### src/rtl/mmio_arb_pkg.sv
// mmio_arb_pkg
// Shared types and helpers for the MMIO bus arbiter.
//   arb_state_t : arbiter FSM states (IDLE, ACCESS, ACK)
//   rr_pick_t   : result of a round-robin pick (valid flag + winner index)
//   rr_pick()   : round-robin search over up to MAX_REQ request lines
package mmio_arb_pkg;

    localparam int MAX_REQ = 8;

    typedef enum logic [1:0] {
        IDLE,
        ACCESS,
        ACK
    } arb_state_t;

    typedef struct packed {
        logic       valid;
        logic [2:0] idx;
    } rr_pick_t;

    // Searches from last+1 upward (mod n). The loop runs from the farthest
    // candidate down to the nearest one, so the nearest requester after the
    // pointer is the one left in the result.
    function automatic rr_pick_t rr_pick(
        input logic [MAX_REQ-1:0] req,
        input logic [2:0]         last,
        input int                 n
    );
        rr_pick_t   result;
        int         cand;
        logic [2:0] cand_idx;
        result = '0;
        for (int k = n; k >= 1; k--) begin
            cand     = (int'(last) + k) % n;
            cand_idx = 3'(cand);
            if (req[cand_idx]) begin
                result.valid = 1'b1;
                result.idx   = cand_idx;
            end
        end
        return result;
    endfunction

endpackage

### src/rtl/mmio_rr_pick.sv
// mmio_rr_pick
// Combinational round-robin selector.
//   req    : request vector, one bit per requester
//   last   : index of the most recently granted requester
//   valid  : at least one request is pending
//   winner : index of the requester to serve next
module mmio_rr_pick
    import mmio_arb_pkg::*;
#(
    parameter int N_REQ = 4,
    localparam int IW   = $clog2(N_REQ)
) (
    input  logic [N_REQ-1:0] req,
    input  logic [IW-1:0]    last,
    output logic             valid,
    output logic [IW-1:0]    winner
);

    rr_pick_t pick;

    // The package helper works on an 8-wide vector; the winner index is
    // mapped back by comparison so that every bit of the pick is examined.
    always_comb begin
        pick   = rr_pick(MAX_REQ'(req), 3'(last), N_REQ);
        valid  = pick.valid;
        winner = '0;
        for (int i = 0; i < N_REQ; i++) begin
            if (pick.idx == 3'(i)) begin
                winner = IW'(i);
            end
        end
    end

endmodule

### src/rtl/mmio_bus_arbiter.sv
// mmio_bus_arbiter
// Round-robin arbiter sharing one FPro MMIO bus among N_REQ (2..8) requesters.
// Each access runs IDLE -> ACCESS -> ACK: one bus cycle, then a one-hot ack.
//   clk, reset         : clock, asynchronous active-low reset
//   req/req_wr         : per-requester request and access type (1 = write)
//   req_addr           : packed addresses, slice i at [i*AW +: AW]
//   req_wr_data        : packed write data, slice i at [i*32 +: 32]
//   ack                : one-hot completion pulse
//   rd_data            : read data, valid with ack of a read, held otherwise
//   grant_id           : most recently granted requester
//   busy               : high during ACCESS and ACK
//   mmio_*             : registered MMIO bus towards the controller
//   mmio_rd_data       : combinational read return from the controller
module mmio_bus_arbiter
    import mmio_arb_pkg::*;
#(
    parameter int N_REQ = 4,
    parameter int AW    = 21,
    localparam int IW   = $clog2(N_REQ)
) (
    input  logic                clk,
    input  logic                reset,
    input  logic [N_REQ-1:0]    req,
    input  logic [N_REQ-1:0]    req_wr,
    input  logic [N_REQ*AW-1:0] req_addr,
    input  logic [N_REQ*32-1:0] req_wr_data,
    output logic [N_REQ-1:0]    ack,
    output logic [31:0]         rd_data,
    output logic [IW-1:0]       grant_id,
    output logic                busy,
    output logic                mmio_cs,
    output logic                mmio_wr,
    output logic                mmio_rd,
    output logic [AW-1:0]       mmio_addr,
    output logic [31:0]         mmio_wr_data,
    input  logic [31:0]         mmio_rd_data
);

    arb_state_t    state;
    arb_state_t    state_next;
    logic [IW-1:0] last_grant;
    logic          pick_valid;
    logic [IW-1:0] pick_idx;
    logic          load_cmd;

    mmio_rr_pick #(
        .N_REQ (N_REQ)
    ) u_rr_pick (
        .req    (req),
        .last   (last_grant),
        .valid  (pick_valid),
        .winner (pick_idx)
    );

    // State register.
    always_ff @(posedge clk or negedge reset) begin
        if (!reset) begin
            state <= IDLE;
        end else begin
            state <= state_next;
        end
    end

    // Next state. Arbitration only happens in IDLE, so a request that drops
    // before it is sampled there is simply never seen.
    always_comb begin
        state_next = state;
        load_cmd   = 1'b0;
        case (state)
            IDLE: begin
                if (pick_valid) begin
                    load_cmd   = 1'b1;
                    state_next = ACCESS;
                end
            end
            ACCESS:  state_next = ACK;
            ACK:     state_next = IDLE;
            default: state_next = IDLE;
        endcase
    end

    // Registered bus outputs, command latches and read-data capture.
    // The bus controls registered at the IDLE->ACCESS edge are exactly the
    // ones driven during ACCESS; mmio_rd being high there marks a read whose
    // data is captured together with the ack. Address and write data are
    // left holding after the access since only the controls qualify them.
    always_ff @(posedge clk or negedge reset) begin
        if (!reset) begin
            mmio_cs      <= 1'b0;
            mmio_wr      <= 1'b0;
            mmio_rd      <= 1'b0;
            mmio_addr    <= '0;
            mmio_wr_data <= '0;
            rd_data      <= '0;
            ack          <= '0;
            busy         <= 1'b0;
            grant_id     <= '0;
            last_grant   <= IW'(N_REQ - 1);
        end else begin
            ack <= '0;
            case (state)
                IDLE: begin
                    if (load_cmd) begin
                        mmio_cs      <= 1'b1;
                        mmio_wr      <= req_wr[pick_idx];
                        mmio_rd      <= !req_wr[pick_idx];
                        mmio_addr    <= req_addr[pick_idx*AW +: AW];
                        mmio_wr_data <= req_wr_data[pick_idx*32 +: 32];
                        grant_id     <= pick_idx;
                        last_grant   <= pick_idx;
                        busy         <= 1'b1;
                    end
                end
                ACCESS: begin
                    if (mmio_rd) begin
                        rd_data <= mmio_rd_data;
                    end
                    ack[grant_id] <= 1'b1;
                    mmio_cs       <= 1'b0;
                    mmio_wr       <= 1'b0;
                    mmio_rd       <= 1'b0;
                end
                ACK: begin
                    busy <= 1'b0;
                end
                default: begin
                    busy <= 1'b0;
                end
            endcase
        end
    end

endmodule
### config.mk
export PLATFORM = sky130hd
export DESIGN_NAME = mmio_bus_arbiter
export DESIGN_NICKNAME = d
export VERILOG_FILES = /design/src/rtl/mmio_arb_pkg.sv /design/src/rtl/mmio_rr_pick.sv /design/src/rtl/mmio_bus_arbiter.sv
export SDC_FILE = /design/constraint.sdc
export NUM_CORES = 1
export LEC_CHECK = 0
export ABC_AREA = 0
export BUFFER_PORTS_ARGS = -buffer_cell sky130_fd_sc_hd__buf_2
export CORE_AREA = 8 8 130 132
export DETAILED_ROUTE_END_ITERATION = 8
export DIE_AREA = 0 0 138 140
export PLACE_DENSITY = 0.72
export SYNTH_ARGS = -nofsm -noshare
export SYNTH_HDL_FRONTEND = slang
export SYNTH_HIERARCHICAL = 1
export SYNTH_SLANG_ARGS = --single-unit
### constraint.sdc
create_clock -name clk -period 3.12 [get_ports clk]
set_clock_uncertainty 0.2 [all_clocks]
set_input_delay 0.936 -clock clk [delete_from_list [all_inputs] [get_ports clk]]
set_output_delay 0.936 -clock clk [all_outputs]
set_load 0.05 [all_outputs]
==> results.cfg <==
[worst_setup_path]
crit_fanout = 45
cp-end-kind = register
required_ns = 3.18
crit_type = primary input to register
reg2reg_depth = 6
critPathLaunchType = primary input
critical_path_arrival_ns = 2.53

[layout]
fin_util = 0.507
drive_gt1_frac = 0.594
synthToLayoutAreaGrowth_pct = 43.6
finalNetCount = 1017
n_antenna_cell = 0
fillers = 1390

[pwr]
vdd_drop_max_v = 0.000646
leakagePower_nw = 4.02
powerDensity_nw_per_um2 = 1200

[yosys]
synth_warnings = 6
synth_nets = 677
syn_area_per_cell_um2 = 12.4
synth_area_um2 = 5250
yosysSeqAreaShare = 0.473
synth_top_area_cell = dfrtp_1
synth_area_leaders = dfrtp_1 (46%), mux2i_1 (21%), o221ai_2 (11%)
syn_inst = 423
ys_ff_latch = 99
ys_types = 25
synth_top_area_frac = 0.463

[die]
io_pins = 349
initial_core_util = 0.353
die_h_um = 140
core_um2 = 14900
row_count = 45
die-area_um2 = 19300
die_w_um = 138

[min_path]
min_path_cells = 2
min_path_type = register to register

[sta]
finalSetupViolCount = 0
tightest_slew_ns = 0.706
grt_setup_unrepaired = no
hold_violations = 0
finalSetupTns_ns = 0
min_period_ns = 2.47
slew_violations = 0
relSlewSlack = 0.529
fmax_mhz = 404
fin_crit_sh = 0.793

[grt]
grt.overflow.total = 0
grt_pass1_vias = 5116
grt_pass1_wl_mm = 28.6
antenna_found_initial = 0
grt_max_degree = 63
track_usage = 0.182

[routing]
via_count = 4728
routed_via_density = 4.95
avgRoutedWirePerCell_um = 19.2
antenna_violating_nets_post_route = 0
drc = 0
first_pass_iters = 4
drt_wl_total_mm = 18.3
drt_iter0_markers = 221

[clocking]
clk_pin_slew_ns = 0.07
cts_setup_buffers = 0
cts_made_buffers = 9
cts_num_sinks = 99
cts_root_buf = clkbuf_16
holdBufCountCts = 0
cts_tree = built
clkLatencyLatePin_ns = 0.34
htree_levels = 3
cts_resized = 0
clockBufferDepth = 2

[flow_run]
maxCapViolCount = 0

[status]
status = finished, final reports clean

[placed_design]
dp_hpwl_mm = 14.5
io_buffers = 348
place_congestion = 0.832
## state kept, by name (all words and copies together), names as in the netlist
signal / flops
mmio_cs: 1
grant_id: 2
mmio_addr: 21
mmio_wr: 1
last_grant: 2
mmio_wr_data: 32
mmio_rd: 1
ack: 4
busy: 1
rd_data: 32
state: 2
## final cells by class
| cell class | count | area [um2] | area share |
|---|---|---|---|
| Timing Repair Buffer | 363 | 1920 | 0.255 |
| Inverter | 4 | 16.3 | 0.00216 |
| Multi-Input combinational cell | 286 | 2580 | 0.343 |
| Sequential cell | 99 | 2480 | 0.329 |
| Clock buffer | 10 | 239 | 0.0317 |
| Tap cell | 188 | 235 | 0.0312 |
| Clock inverter | 6 | 65.1 | 0.00863 |
## through the flow
stage	total power [W]	hold slack, ns	worst slack [ns]	area (um2)	std cells
3_3_place_gp	0.00790	0.259	0.376	7230	940
4_1_cts	0.00915	0.287	0.649	7540	956
3_5_place_dp	0.00799	0.266	0.291	7230	940
6_report	0.00903	0.280	0.647	7540	956
5_1_grt	0.00953	0.303	0.499	7540	956
2_1_floorplan	0.00657	0.260	0.431	5250	423
## per-layer routing
layer | GRT usage | routed length (um)
met1 | 0.215 | 7490
met5 | 0 | 0
met3 | 0.0548 | 1330
met4 | 0.0572 | 310
met2 | 0.310 | 9180
## cells in the mapped netlist
cell type and number:
mux2_2 32, nor2b_1 1, dfrtp_1 97, and3_1 1, clkbuf_1 15, inv_1 3, a31oi_1 1, nand3_1 2
mux2i_1 110, or3b_1 1, nor2_1 3, or4b_1 1, buf_2 13, clkinv_2 1, dfstp_2 2, nand2b_1 2
nor3_1 1, o221ai_2 39, buf_6 6, o221ai_1 16, o21ai_0 2, a21oi_1 3, nor3b_1 1, nand2_2 1
nand2_1 69
## final timing paths
kind,startpoint,endpoint,slack [ns]
max,req[1],mmio_rd,0.65
min,mmio_addr[16],mmio_addr[16],0.28
max reg2reg,last_grant[1],mmio_addr[20],0.78
min reg2reg,mmio_addr[16],mmio_addr[16],0.28
max in group asynchronous,reset,mmio_wr_data[29],1.72
min in group asynchronous,reset,rd_data[11],0.36
## critical path: stages
cell,delay [ns]
buf_2,0.11
nor2b_1,0.17
a21oi_1,0.10
o221ai_4,0.26
buf_12,0.31
mux2i_1,0.32
mux2i_1,0.11
o21ai_0,0.16
## power by group
| part | internal, W | total (W) | leakage [nW] | switching (W) |
|---|---|---|---|---|
| Sequential | 0.00194 | 0.00228 | 1.20 | 0.000343 |
| Combinational | 0.00174 | 0.00562 | 2.67 | 0.00388 |
| Clock | 0.000589 | 0.00113 | 0.150 | 0.000544 |
## layout by cell type, fill, tap and decap left out, types with 3 or more instances in the layout
master,netlist,routed
o221ai_2,39,38
mux2_2,32,32
buf_4,0,11
nor2_1,3,3
dfrtp_1,97,97
buf_12,0,5
clkbuf_16,0,9
nand2_1,69,69
buf_2,13,347
inv_1,3,3
a21oi_1,3,3
o221ai_1,16,16
mux2i_1,110,110
## kinds of logic (layout without fill, tap and decap cells)
kind of cell           count (synthesis)  count (layout)  share of synthesized area
buffers and inverters                 38             383                     0.0391
AOI/OAI and AO/OA                     61              61                      0.144
and+or+nand+nor                       83              83                     0.0653
muxes                                142             142                      0.279
DFF                                   99              99                      0.473
(Power assumes the default switching activity.)
